--- src/rtl/whack_pkg.sv ---
// whack_pkg: shared state encoding and box/retry constants for the whack game.
package whack_pkg;
    typedef enum logic [2:0] {S_IDLE, S_LOAD, S_ARMED, S_RESULT, S_GAME_OVER} state_t;
    localparam logic [2:0] BOX_NONE = 3'd0;
    localparam logic [2:0] BOX_MIN = 3'd1;
    localparam logic [2:0] BOX_MAX = 3'd4;
    localparam logic [1:0] RETRY_LIMIT = 2'd3;
endpackage

--- src/rtl/whack_timer.sv ---
// whack_timer: loadable up-counter with clear that stops at a selectable terminal count.
module whack_timer #(
    parameter int W = 8
) (
    input  logic         clk,
    input  logic         reset,
    input  logic         i_clr,
    input  logic         i_en,
    input  logic         i_load,
    input  logic [W-1:0] i_load_val,
    input  logic [W-1:0] i_limit,
    output logic         o_tc
);
    logic [W-1:0] r_count;
    always_ff @(posedge clk or posedge reset) begin
        if (reset) r_count <= '0;
        else if (i_clr) r_count <= '0;
        else if (i_load) r_count <= i_load_val;
        else if (i_en && !o_tc) r_count <= r_count + 1'b1;
    end
    assign o_tc = r_count == i_limit;
endmodule

--- src/rtl/whack_judge.sv ---
// whack_judge: arms a target from the generator, judges whacks against it, and keeps score/misses.
module whack_judge
    import whack_pkg::*;
#(
    parameter int WINDOW_CYCLES = 50_000_000,
    parameter int GAP_CYCLES = 12_500_000,
    parameter int MAX_MISSES = 3
) (
    input  logic       clk,
    input  logic       reset,
    input  logic       start,
    input  logic [2:0] target_in,
    input  logic       hit_valid,
    input  logic [2:0] hit_box,
    output logic [2:0] active_box,
    output logic [7:0] score,
    output logic [3:0] misses,
    output logic       result_hit,
    output logic       result_miss,
    output logic       game_over
);
    localparam int MAXC = WINDOW_CYCLES > GAP_CYCLES ? WINDOW_CYCLES : GAP_CYCLES;
    localparam int TW = MAXC > 1 ? $clog2(MAXC) : 1;
    state_t r_state, w_next;
    logic [2:0] r_active, r_prev;
    logic [7:0] r_score;
    logic [3:0] r_misses, w_misses_nxt;
    logic [1:0] r_retry;
    logic r_result_hit, r_result_miss, r_game_over;
    logic w_tc, w_armed, w_idle, w_tgt_ok, w_retry, w_accept, w_hit, w_miss, w_result;
    assign w_armed = r_state == S_ARMED;
    assign w_idle = r_state == S_IDLE || r_state == S_GAME_OVER;
    assign w_tgt_ok = target_in >= BOX_MIN && target_in <= BOX_MAX;
    assign w_retry = target_in == r_prev && r_retry < RETRY_LIMIT;
    assign w_accept = r_state == S_LOAD && w_tgt_ok && !w_retry;
    // Correct hit outranks both a wrong box and a timeout on the same edge
    assign w_hit = w_armed && hit_valid && hit_box == r_active;
    assign w_miss = w_armed && !w_hit && (hit_valid || w_tc);
    assign w_result = w_hit || w_miss;
    assign w_misses_nxt = r_misses + 4'd1;
    whack_timer #(.W(TW)) u_timer (
        .clk(clk),
        .reset(reset),
        .i_clr(!(w_armed || r_state == S_RESULT) || w_result),
        .i_en(1'b1),
        .i_load(1'b0),
        .i_load_val('0),
        .i_limit(w_armed ? TW'(WINDOW_CYCLES - 1) : TW'(GAP_CYCLES - 1)),
        .o_tc(w_tc)
    );
    always_comb begin
        w_next = r_state;
        case (r_state)
            S_IDLE, S_GAME_OVER: w_next = start ? S_LOAD : r_state;
            S_LOAD: w_next = w_accept ? S_ARMED : S_LOAD;
            S_ARMED: w_next = !w_result ? S_ARMED : (w_miss && w_misses_nxt == 4'(MAX_MISSES)) ? S_GAME_OVER : S_RESULT;
            S_RESULT: w_next = w_tc ? S_LOAD : S_RESULT;
            default: w_next = S_IDLE;
        endcase
    end
    always_ff @(posedge clk or posedge reset) begin
        if (reset) begin
            r_state <= S_IDLE;
            r_active <= BOX_NONE;
            r_prev <= BOX_NONE;
            r_score <= '0;
            r_misses <= '0;
            r_retry <= '0;
            r_result_hit <= 1'b0;
            r_result_miss <= 1'b0;
            r_game_over <= 1'b0;
        end else begin
            r_state <= w_next;
            r_result_hit <= w_hit;
            r_result_miss <= w_miss;
            r_game_over <= w_next == S_GAME_OVER;
            if (w_idle && start) begin
                r_score <= '0;
                r_misses <= '0;
            end
            if (r_state == S_LOAD && w_tgt_ok && w_retry) r_retry <= r_retry + 2'd1;
            if (w_accept) begin
                r_active <= target_in;
                r_prev <= target_in;
                r_retry <= '0;
            end
            if (w_hit && r_score != 8'hFF) r_score <= r_score + 8'd1;
            if (w_miss) r_misses <= w_misses_nxt;
            if (w_result) r_active <= BOX_NONE;
        end
    end
    assign active_box = r_active;
    assign score = r_score;
    assign misses = r_misses;
    assign result_hit = r_result_hit;
    assign result_miss = r_result_miss;
    assign game_over = r_game_over;
endmodule
--- config.mk ---
export PLATFORM = sky130hd
export DESIGN_NAME = whack_judge
export DESIGN_NICKNAME = d
export VERILOG_FILES = /design/src/rtl/whack_pkg.sv /design/src/rtl/whack_timer.sv /design/src/rtl/whack_judge.sv
export SDC_FILE = /design/constraint.sdc
export NUM_CORES = 1
export LEC_CHECK = 0
export ABC_CLOCK_PERIOD_IN_PS = 3700
export BUFFER_PORTS_ARGS = -buffer_cell sky130_fd_sc_hd__buf_2
export CAP_MARGIN = 10
export CORE_MARGIN = 8
export CORE_UTILIZATION = 54
export CTS_CLUSTER_SIZE = 20
export DETAILED_ROUTE_END_ITERATION = 8
export GPL_TIMING_DRIVEN = 1
export HOLD_SLACK_MARGIN = 0.03
export PLACE_DENSITY_LB_ADDON = 0.2
export SLEW_MARGIN = 15
export SYNTH_ARGS = -nofsm -noshare
export SYNTH_HDL_FRONTEND = slang
export SYNTH_HIERARCHICAL = 1
export SYNTH_SLANG_ARGS = --single-unit
--- constraint.sdc ---
create_clock -name clk -period 3.7 [get_ports clk]
set_clock_uncertainty 0.1 [all_clocks]
set_input_delay 0.555 -clock clk [delete_from_list [all_inputs] [get_ports clk]]
set_output_delay 0.555 -clock clk [all_outputs]
set_load 0.01 [all_outputs]
# ---- Word-level counts from Yosys, hierarchy flattened
# Index checks and enable logic that the tools add are counted.
# W data, S select, Z words.
dict set report classes {
  add_sub_neg 4
  magnitude_cmp 3
  eq_ne 11
  n_mux 17
  n_reduce_logical 26
}
# operator n
set op_table {}
lappend op_table {{$mux W26} 3}
lappend op_table {{$add A26 B1 Y26 const B} 1}
lappend op_table {{$eq A26 B26 Y1} 1}
lappend op_table {{$mux W8} 2}
lappend op_table {{$mux W3} 5}
lappend op_table {{$logic_and A1 B1 Y1} 12}
lappend op_table {{$pmux W3 S4} 1}
lappend op_table {{$add A8 B1 Y8 const B} 1}
lappend op_table {{$mux W2} 4}
lappend op_table {{$mux W4} 2}
lappend op_table {{$ne A8 B8 Y1 const B} 1}
lappend op_table {{$reduce_bool A2 Y1} 4}
lappend op_table {{$eq A3 B2 Y1 const B} 2}
lappend op_table {{$eq A3 B3 Y1} 2}
lappend op_table {{$eq A3 B3 Y1 const B} 2}
lappend op_table {{$logic_or A1 B1 Y1} 5}
lappend op_table {{$add A4 B1 Y4 const B} 1}
lappend op_table {{$eq A4 B2 Y1 const B} 1}
lappend op_table {{$eq A3 B1 Y1 const B} 1}
lappend op_table {{$ge A3 B1 Y1 const B} 1}
lappend op_table {{$le A3 B3 Y1 const B} 1}
lappend op_table {{$logic_not A1 Y1} 3}
lappend op_table {{$logic_not A3 Y1} 1}
lappend op_table {{$add A2 B1 Y2 const B} 1}
lappend op_table {{3 further kinds} 3}
dict set report totals {
  ff_bits 52
  input_bits 10
  out_inout_bits 18
  wordCells 71
}

# ---- Logic depth before layout (Yosys ltp)
# Gate-level depths: netlist (run 1).
dict set report logic_depth {
  depth_word 11
  depth_mapped 14
  depth_no_buf 12
}

# ---- Cells and area by module
# Netlist (run 1), hierarchy kept.
# module instances cells_each area_per_inst_um2 seq_area_each_um2
set by_module_without_submodules {}
lappend by_module_without_submodules {whack_timer 1 239 2018.2 650.6}
lappend by_module_without_submodules {whack_judge 1 155 1410.1 650.6}

# ---- Worst setup path before layout (run 1)
# OpenSTA, ideal clock, no wires.
dict set report synth_timing {
  path_type {register to register}
  from {register r_state[0]}
  to {register u_timer.r_count[21]}
  setup_time_ps 131
  t_arrival_ps 3659
  t_required_ps 3469
  path_slack_ps -191
  stages_incl_launch_ff 14
  n_path_buf 2
  period_less_slack_ps 3891
  cell_sequence {dfrtp_1 -> nor3b_1 -> inv_1 -> xnor2_1 -> nand4_1 -> nor4_4 -> and2_1 -> o21a_1 -> buf_2 -> nand2b_1 -> clkbuf_1 -> nor2_1 -> and3_1 -> or3_1}
}
dict set report synth_via {
  elab_cells_between_ends 16
  cone_classes {eq/ne (4); mux (2); reduce/logical (10)}
}
# item line
set synth_lines {}
lappend synth_lines {{from (decl)} whack_judge.sv:24} ;# state_t r_state, w_next;
lappend synth_lines {{from (signal assigned)} whack_judge.sv:73} ;# r_state <= w_next;
lappend synth_lines {{$eq A3 B2 Y1 (*)} whack_judge.sv:31} ;# assign w_armed = r_state == S_ARMED;
lappend synth_lines {{named net w_armed} whack_judge.sv:30} ;# logic w_tc, w_armed, w_idle, w_tgt_ok, w_retry, w_accept, w_hit, w_miss, w_result;
lappend synth_lines {{$mux W26 (*)} whack_judge.sv:48} ;# .i_limit(w_armed ? TW'(WINDOW_CYCLES - 1) : TW'(GAP_CYCLES - 1)),
lappend synth_lines {{$eq A26 B26 Y1 (*)} whack_timer.sv:21} ;# assign o_tc = r_count == i_limit;
lappend synth_lines {{named net w_tc} whack_judge.sv:30}
lappend synth_lines {{$logic_or A1 B1 Y1} whack_judge.sv:38} ;# assign w_miss = w_armed && !w_hit && (hit_valid || w_tc);
lappend synth_lines {{$logic_and A1 B1 Y1} whack_judge.sv:38}
lappend synth_lines {{$logic_or A1 B1 Y1} whack_judge.sv:39} ;# assign w_result = w_hit || w_miss;
lappend synth_lines {{$logic_or A1 B1 Y1} whack_judge.sv:44} ;# .i_clr(!(w_armed || r_state == S_RESULT) || w_result),
lappend synth_lines {{$ne A2 B1 Y1 (no source line) or $mux W26 (tied branches)} -}
lappend synth_lines {{to (signal assigned)} whack_timer.sv:18} ;# else if (i_load) r_count <= i_load_val;
lappend synth_lines {{to (signal assigned)} whack_timer.sv:19} ;# else if (i_en && !o_tc) r_count <= r_count + 1'b1;
lappend synth_lines {{to (decl)} whack_timer.sv:14} ;# logic [W-1:0] r_count;
# The timed path passes the listed nets; every way through them passes the cells marked *.
# A chain may end at the register's enable or synchronous reset.

# ---- Worst setup path after layout (run 1)
# Ends and elaborated chain as after synthesis.

==> reports/qor.txt, run 1 <==
status = complete, no violations
crit path launch = r_state[0]$_DFF_PP0_
hpwl dp = 6100 microns
DRC viols = 0
Routed Antenna Nets = 0
Synth Register Bits = 52
IO buf count = 27
CP max stage delay = 790 ps
grt total ovfl = 0
crit end category = flip-flop
Total Power = 2.47 mW
footprint of the multi-input gates = 0.00216 sq mm
met1 WL = 3790 microns
CTS Buf Count = 5
Leak = 1.68 nW
met2 WL = 4000 microns
worst r2r path cells = 11
number of max-cap violations = 0
clk root buf = clkbuf_8
vias in the first global route = 2950
VDD IR-drop max = 0.341 mV
Die W = 95.7 microns
CTS resizes = 0
initial antenna violation count = 0
Synth-to-Final Area Change = 14.3%
Reg area = 0.00130 sq mm
Post-synth EDFFs = 0
IO Pins = 28
Final Hold Fails = 0
clk sink count = 52
gr usage total = 0.195
Site Rows = 29
cell taking the most area after synthesis = dfrtp_1
Clock Latency Late Sink = 310 ps
Setup crit end = u_timer/r_count[21]$_DFFE_PP0P_
CP max FO = 16
Req. time, crit path = 3800 ps
Slowest cell on crit path = nor2_1
share of layout cells above drive strength 1 = 0.116
Levels on crit path = 11
critical path class = reg -> reg
Worst R2R End = u_timer/r_count[21]$_DFFE_PP0P_
Top delay family on crit path = simple AND/OR/NAND/NOR gates
Vert. Die Dim = 95.7 microns
Yosys top cell area share = 0.380
RePlAce Congestion = 0.912
Hold Path Class = in -> async
Primary FF master, synth = dfrtp_1
final setup fails = 0
Worst-path clk slew = 100 ps
H-tree depth = 2
top area cells in the synthesized netlist = dfrtp_1 38%, xnor2_1 9.2%, nand2_1 4.3%, nand3_1 3.2%, a21oi_1 3.1%
Max Slew Vio Count = 0
most instantiated cells after synthesis = 52 x dfrtp_1, 39 x nand2_1, 36 x xnor2_1
startpoint class of the critical path = flip-flop
post-place instance area = 0.00380 sq mm
drt initial violations = 242
First-pass DRT Iterations = 5
wire per inst = 15.4 microns
NumNets Final = 478
postcts setup bufs = 0
via count = 3180
CTS tree = done
maximum root-to-sink buffer count = 2
Seq/Total Area, Yosys = 0.380
Cells after Synth = 394
cell area after synthesis = 0.00343 sq mm
Final Util = 0.628
Fmax = 308 MHz
first-pass GRT wire length = 14200 microns
design area = 0.00392 sq mm
drt via density = 5.88
antenna cells = 0
initial core utilization = 0.549
met3 wire length = 378 microns
pwr/cell area = 629 mW/mm^2
worst-path cell chain = nor3b_2 -> buf_4 -> xnor2_1 -> nand4_1 -> nor4_4 -> and2_1 -> o21a_1 -> nand2b_1 -> nor2_1 -> a2111oi_0 -> or3_1
Critical Path AT = 3350 ps
crit share post-route = 0.879
highest metal used = met4
Die ar. = 0.00915 sq mm
asr flop ratio synth = 1.00
Distinct cells, synth = 58
RSZ-0062 raised after global routing = false
WL final = 8350 microns
worst r2r src = r_state[0]$_DFF_PP0_
CTS Hold Bufs = 0
Worst-Margin Slew = 1040 ps
most frequent cell after synthesis = dfrtp_1
Slew HR = 0.303
CP Buf/Inv Count = 1
filler cell count = 552
Core ar. = 0.00624 sq mm
minimum clock period after layout = 3250 ps
largest net degree at the start of global routing = 29
Mean Syn Cell Area = 8.70 sq um
Yosys warning count = 6
Worst R2R Setup Slack = 450 ps
Sum Neg Setup Slack = 0 ps
[worst min-delay path by stage]
stage          cells past startpoint                     end  slack (ps)                    from
2_1_floorplan                      2  r_retry[1]$_DFFE_PP0P_         340  r_retry[1]$_DFFE_PP0P_
3_3_place_gp                       2  r_retry[1]$_DFFE_PP0P_         350  r_retry[1]$_DFFE_PP0P_
3_5_place_dp                       2  r_retry[1]$_DFFE_PP0P_         360  r_retry[1]$_DFFE_PP0P_
4_1_cts                            3   r_prev[1]$_DFFE_PP0P_         380            target_in[1]
6_report                           2    score[6]$_DFFE_PP0P_         240                   reset
5_1_grt                            2    score[6]$_DFFE_PP0P_         310                   reset
[report_power, final]
part / leakage, nW / internal, mW / switching [mW]
clock network: 0.0614 / 0.221 / 0.196
logic: 0.945 / 0.455 / 0.529
registers: 0.677 / 0.774 / 0.292
total: 1.68 / 1.45 / 1.02
[worst register-to-register path: stages (launching register included)]
cell and delay, ps:
dfrtp_1 450, nor3b_2 220, buf_4 190, xnor2_1 80
nand4_1 130, nor4_4 70, and2_1 150, o21a_1 180
nand2b_1 160, nor2_1 790, a2111oi_0 240, or3_1 380
[cell families (layout without fill, tap and decap cells)]
group,count (synthesis),in the layout,share of synthesized area
AO/OA/AOI/OAI,102,102,0.203
XOR/XNOR,39,39,0.0996
adder cells (fa/ha/maj),5,5,0.0182
buffers and inverters,34,58,0.0420
flip-flops,52,52,0.380
multiplexers,3,3,0.00876
other,2,48,0.00219
AND/OR/NAND/NOR,157,157,0.247
[metrics by stage]
step,hold slack (ps),worst slack (ps),std cells
6_report,239,448,541
5_1_grt,314,171,541
4_1_cts,384,429,541
3_5_place_dp,361,447,533
3_3_place_gp,354,519,533
2_1_floorplan,343,147,440
[layout by cell type (no fill, tap or decap), types with 6 or more instances in the layout]
master     n
dfrtp_1   52
conb_1    48
nand2_1   39
xnor2_1   36
buf_2     27
nand3_1   22
o21ai_0   21
a21oi_1   21
nor2_1    20
inv_1     15
o211ai_1  14
nand4_1   12
nor3_1    11
a211oi_1   9
and3_1     8
nor4_1     7
or3_1      7
nand2b_1   6
clkbuf_8   6
[state kept, by name, indices dropped and copies added, names as in the netlist]
register	cells
u_timer/r_count	26
active_box	3
r_state	3
result_hit	1
r_retry	2
score	8
r_prev	3
misses	4
result_miss	1
game_over	1
[layout make-up]
class                           instances  share of cell area
Multi-Input combinational cell        354               0.551
Sequential cell                        52               0.332
Timing Repair Buffer                   32              0.0440
Tap cell                               77              0.0246
Clock buffer                            6              0.0211
Inverter                               18              0.0172
Clock inverter                          2             0.00989
[metal layers]
| metal | GRT usage | vias up |
|---|---|---|
| met5 | 0 | - |
| met4 | 0.0768 | 0 |
| met3 | 0.0354 | 16 |
| met1 | 0.266 | 1522 |
| li1 | - | 1550 |
| met2 | 0.298 | 92 |
(Power assumes the default switching activity.)
==> run 2, diff against run 1 <==
--- a/config.mk
+++ b/config.mk
@@ -15,5 +15,5 @@
 export GPL_TIMING_DRIVEN = 1
 export HOLD_SLACK_MARGIN = 0.03
-export PLACE_DENSITY_LB_ADDON = 0.2
+export PLACE_DENSITY = 0.73
 export SLEW_MARGIN = 15
 export SYNTH_ARGS = -nofsm -noshare
==> constraint.sdc (replaced) <==
create_clock -name clk -period 3.7 [get_ports clk]
set_clock_uncertainty 0.1 [all_clocks]
set_input_delay 0.74 -clock clk [delete_from_list [all_inputs] [get_ports clk]]
set_output_delay 0.74 -clock clk [all_outputs]
set_load 0.01 [all_outputs]
==> reports/qor.txt, run 2 (synthesized netlist as in run 1, its figures left out) <==
status = complete, no violations
NumNets Final = 480
Leak = 1.68 nW
worst r2r src = r_state[2]$_DFF_PP0_
minimum clock period after layout = 3080 ps
number of max-cap violations = 0
share of layout cells above drive strength 1 = 0.120
Total Power = 2.40 mW
final setup fails = 0
worst r2r path cells = 13
Die ar. = 0.00915 sq mm
Fmax = 325 MHz
destination of the worst hold path = r_retry[1]$_DFFE_PP0P_
Slew HR = 0.344
hold path cells = 2
RSZ-0062 raised after global routing = false
post-place instance area = 0.00381 sq mm
CTS Hold Bufs = 0
Core ar. = 0.00624 sq mm
RePlAce Congestion = 0.888
Worst R2R Setup Slack = 620 ps
commonest non-fill, non-tap cell in the layout = dfrtp_1
hpwl dp = 6190 microns
DRC viols = 0
Synth-to-Final Area Change = 13.9%
most frequent cells in the layout = 52 x dfrtp_1, 48 x conb_1, 39 x nand2_1
First-pass DRT Iterations = 4
crit share post-route = 0.833
WL final = 8540 microns
pwr/cell area = 615 mW/mm^2
IO buf count = 27
antenna cells = 0
wire per inst = 15.7 microns
Die W = 95.7 microns
Top reg by flops = u_timer/r_count
grt total ovfl = 0
CTS Buf Count = 5
clk root buf = clkbuf_8
VDD IR-drop max = 0.395 mV
H-tree depth = 2
Routed Antenna Nets = 0
Max Slew Vio Count = 0
gr usage total = 0.195
max reg flops = 26
Worst-Margin Slew = 977 ps
IO Pins = 28
drt initial violations = 299
critical path class = reg -> reg
maximum root-to-sink buffer count = 2
design area = 0.00391 sq mm
via count = 3142
CP max FO = 19
clk sink count = 52
Vert. Die Dim = 95.7 microns
vias in the first global route = 2976
Clock Latency Late Sink = 310 ps
initial antenna violation count = 0
hold wc startpoint = r_retry[1]$_DFFE_PP0P_
Critical Path AT = 3180 ps
drt via density = 5.79
Sum Neg Setup Slack = 0 ps
filler cell count = 573
largest net degree at the start of global routing = 29
CTS resizes = 0
Req. time, crit path = 3800 ps
Final Hold Fails = 0
crit end category = flip-flop
Worst R2R End = u_timer/r_count[25]$_DFFE_PP0P_
startpoint class of the critical path = flip-flop
Hold Path Class = reg -> reg
first-pass GRT wire length = 14200 microns
postcts setup bufs = 0
Worst-path clk slew = 100 ps
initial core utilization = 0.549
Site Rows = 29
CTS tree = done
## run 2: cell count changes in the layout (fill, tap and decap cells not counted)
cell,change
buf_4,+2
bufinv_16,-1
clkbuf_8,-1
clkinv_2,+1
inv_6,+1
## run 2: area by class of cell
type	instances	area, sq um	share of cell area
flip-flops and latches	52	1300	0.333
multi-input cells	354	2160	0.553
repair buffers	34	188	0.0481
inverters	18	67.6	0.0173
well taps	77	96.3	0.0247
clock buffers	5	68.8	0.0176
clock inverters	3	22.5	0.00577
## run 2: where the power goes
part | leakage, nW | switching [mW] | internal, mW
sequential | 0.677 | 0.297 | 0.774
clock | 0.0485 | 0.204 | 0.136
combinational | 0.954 | 0.529 | 0.460
## run 2: routing by layer
| layer | vias to the layer above | wire (microns) | global-route usage |
|---|---|---|---|
| met5 | - | 0 | 0 |
| met1 | 1507 | 3940 | 0.250 |
| met4 | 0 | 140 | 0.0666 |
| met2 | 70 | 4140 | 0.326 |
| met3 | 16 | 321 | 0.0315 |
| li1 | 1549 | - | - |
## run 2: worst max-delay path, cell delays in order (launching register included)
cell      delay, ps
dfrtp_1         470
nor3b_2         190
buf_4           190
inv_1           100
xnor2_1         140
nand4_1         160
nor4_4          290
and2_1          200
o21a_1          150
nand2b_1        130
buf_4           250
or2_2           190
nor2_1           70
a211o_1         340
## run 2: how the worst max path moves through the flow
stage                               from                         endpoint  slack (ps)  depth (start not counted)
floorplan           r_state[0]$_DFF_PP0_  u_timer/r_count[21]$_DFFE_PP0P_         150                         13
global placement    r_state[0]$_DFF_PP0_  u_timer/r_count[21]$_DFFE_PP0P_         810                         14
detailed placement  r_state[2]$_DFF_PP0_  u_timer/r_count[25]$_DFFE_PP0P_         680                         13
CTS                 r_state[2]$_DFF_PP0_  u_timer/r_count[25]$_DFFE_PP0P_         660                         13
global route        r_state[0]$_DFF_PP0_  u_timer/r_count[21]$_DFFE_PP0P_         440                         14
finish              r_state[2]$_DFF_PP0_  u_timer/r_count[25]$_DFFE_PP0P_         620                         13
## run 2: stage by stage
stage                     utilization  cells  setup slack (ps)  hold WS, ps
after global placement          0.611    535               812          353
final                           0.626    543               619          391
after CTS                       0.626    543               664          395
after floorplan                     -    440               147          343
after detailed placement        0.611    535               684          372
after global routing            0.626    543               443          411
==> run 3, diff against run 2 <==
- ABC_CLOCK_PERIOD_IN_PS: 3700 -> 2900
- CORE_UTILIZATION: 54 -> 60
- PLACE_DENSITY: 0.73 -> 0.77
- clock period: 3.7 -> 2.9 ns (I/O delays scaled with it)
==> reports/qor.txt, run 3 (synthesized netlist as in run 1, its figures left out) <==
pwr/cell area = 797 mW/mm^2
via count = 3193
crit-path most repeated cell = buf_4
IO Pins = 28
Hold Path Class = in -> async
worst-path cell chain = nor3b_4 -> buf_4 -> buf_4 -> xnor2_2 -> nand4_1 -> nor4_4 -> and2_4 -> o21a_1 -> nand2b_4 -> nor2_4 -> and3_1 -> or3_1
Vert. Die Dim = 91.6 microns
initial antenna violation count = 0
max reg flops = 26
worst r2r path cells = 12
Pint = 1.88 mW
Max Slew Vio Count = 0
Clock Latency Late Sink = 310 ps
CP Buf/Inv Count = 2
DRC viols = 0
worst r2r src = r_state[1]$_DFF_PP0_
startpoint class of the critical path = flip-flop
Post-Layout Cell Count = 552
antenna cells = 0
GR met3 Demand/Resource = 0.0395
Fmax = 359 MHz
CTS Buf Count = 5
IO buf count = 27
VDD IR-drop max = 0.503 mV
Req. time, crit path = 2990 ps
Routed Antenna Nets = 0
number of max-cap violations = 0
hpwl dp = 6150 microns
clk sink count = 52
minimum clock period after layout = 2790 ps
Worst-Margin Slew = 715 ps
gr usage total = 0.212
Final Hold Fails = 0
Critical Path AT = 2880 ps
crit share post-route = 0.961
vias in the first global route = 3099
Worst R2R Setup Slack = 110 ps
maximum root-to-sink buffer count = 2
wire per inst = 15.6 microns
Core ar. = 0.00551 sq mm
commonest non-fill, non-tap cell in the layout = dfrtp_1
crit end category = flip-flop
NumNets Final = 494
CP max stage delay = 430 ps
first-pass GRT wire length = 14800 microns
Psw = 1.37 mW
Leak = 1.76 nW
Logic pwr share = 0.452
initial core utilization = 0.623
Synth-to-Final Area Change = 19.0%
layer with the highest usage = met2
CTS tree = done
Clk network pwr share = 0.129
status = complete, no violations
final setup fails = 0
most frequent cells in the layout = 52 x dfrtp_1, 48 x conb_1, 39 x nand2_1
filler cell count = 421
RePlAce Congestion = 0.891
Slowest cell on crit path = dfrtp_1
Die W = 91.6 microns
Worst-path clk slew = 100 ps
met1 Track Usage GR = 0.269
Die ar. = 0.00839 sq mm
clk root buf = clkbuf_8
share of layout cells above drive strength 1 = 0.167
Flop pwr share = 0.418
Top reg by flops = u_timer/r_count
Worst R2R End = u_timer/r_count[21]$_DFFE_PP0P_
met2 layer usage reported by global route = 0.351
Site Rows = 27
Sw Ratio = 0.422
First-pass DRT Iterations = 5
drt initial violations = 213
largest net degree at the start of global routing = 29
H-tree depth = 2
Slew HR = 0.519
DP Cell Count = 536
Total Power = 3.25 mW
CP max FO = 8
Top delay family on crit path = simple AND/OR/NAND/NOR gates
grt total ovfl = 0
critical path class = reg -> reg
WL final = 8610 microns
drt via density = 5.78
run 3: changes by cell type in the layout (fill, tap and decap cells not counted), sizes merged:
cell      change
clkinvlp      +1
inv           +1
clkinv        -3
clkbuf        +1
buf          +14
run 3: stage by stage:
| stage | setup WS [ps] | hold WS (ps) | setup TNS (ps) | cell area [sq um] | utilization |
|---|---|---|---|---|---|
| 5_1_grt | -21.0 | 237 | -21.8 | 4080 | 0.741 |
| 4_1_cts | 43.6 | 217 | 0 | 3960 | 0.720 |
| 2_1_floorplan | -159 | 343 | -895 | 3650 | - |
| 6_report | 114 | 211 | 0 | 4080 | 0.741 |
| 3_3_place_gp | 180 | 359 | 0 | 3870 | 0.703 |
| 3_5_place_dp | 90.7 | 381 | 0 | 3870 | 0.703 |
run 3: worst reg2reg max path, stage by stage, from the launching register on:
cell	delay (ps)
dfrtp_1	430
nor3b_4	170
buf_4	130
buf_4	140
xnor2_2	120
nand4_1	140
nor4_4	330
and2_4	190
o21a_1	130
nand2b_4	190
nor2_4	80
and3_1	160
or3_1	360
run 3: timing repair:
item / in CTS / in global routing
resized for setup: 0 / 11
hold buffers: 0 / 0
setup buffers: 0 / 8
setup endpoints to repair: 0 / 11
run 3: worst max path at each step:
stage | slack, ps | cells past startpoint | from | endpoint
after CTS | 40 | 12 | r_state[1]$_DFF_PP0_ | u_timer/r_count[21]$_DFFE_PP0P_
final | 110 | 12 | r_state[1]$_DFF_PP0_ | u_timer/r_count[21]$_DFFE_PP0P_
after detailed placement | 90 | 12 | r_state[1]$_DFF_PP0_ | u_timer/r_count[21]$_DFFE_PP0P_
after floorplan | -160 | 13 | r_state[2]$_DFF_PP0_ | u_timer/r_count[25]$_DFFE_PP0P_
after global placement | 180 | 12 | r_state[2]$_DFF_PP0_ | u_timer/r_count[21]$_DFFE_PP0P_
after global routing | -20 | 13 | r_state[0]$_DFF_PP0_ | u_timer/r_count[21]$_DFFE_PP0P_
run 3: metal layers:
| layer | vias to the layer above | part of all wire |
|---|---|---|
| met1 | 1485 | 0.43 |
| met4 | 0 | 0.017 |
| met2 | 112 | 0.49 |
| met3 | 15 | 0.061 |
| met5 | - | 0 |
| li1 | 1581 | - |
run 3: power groups by stage:
stage               Combinational [mW]  Clock (mW)  Sequential, mW
floorplan                        0.988           0            1.30
global placement                  1.28           0            1.35
detailed placement                1.31           0            1.36
CTS                               1.32       0.439            1.35
global route                      1.62       0.464            1.41
finish                            1.47       0.421            1.36
run 3: cell type report:
class / count / area, sq um / area share
Inverter: 18 / 67.6 / 0.0166
Clock inverter: 2 / 16.3 / 0.00399
Clock buffer: 6 / 72.6 / 0.0178
Multi-Input combinational cell: 354 / 2230 / 0.546
Tap cell: 72 / 90.1 / 0.0221
Timing Repair Buffer: 48 / 305 / 0.0748
Sequential cell: 52 / 1300 / 0.319
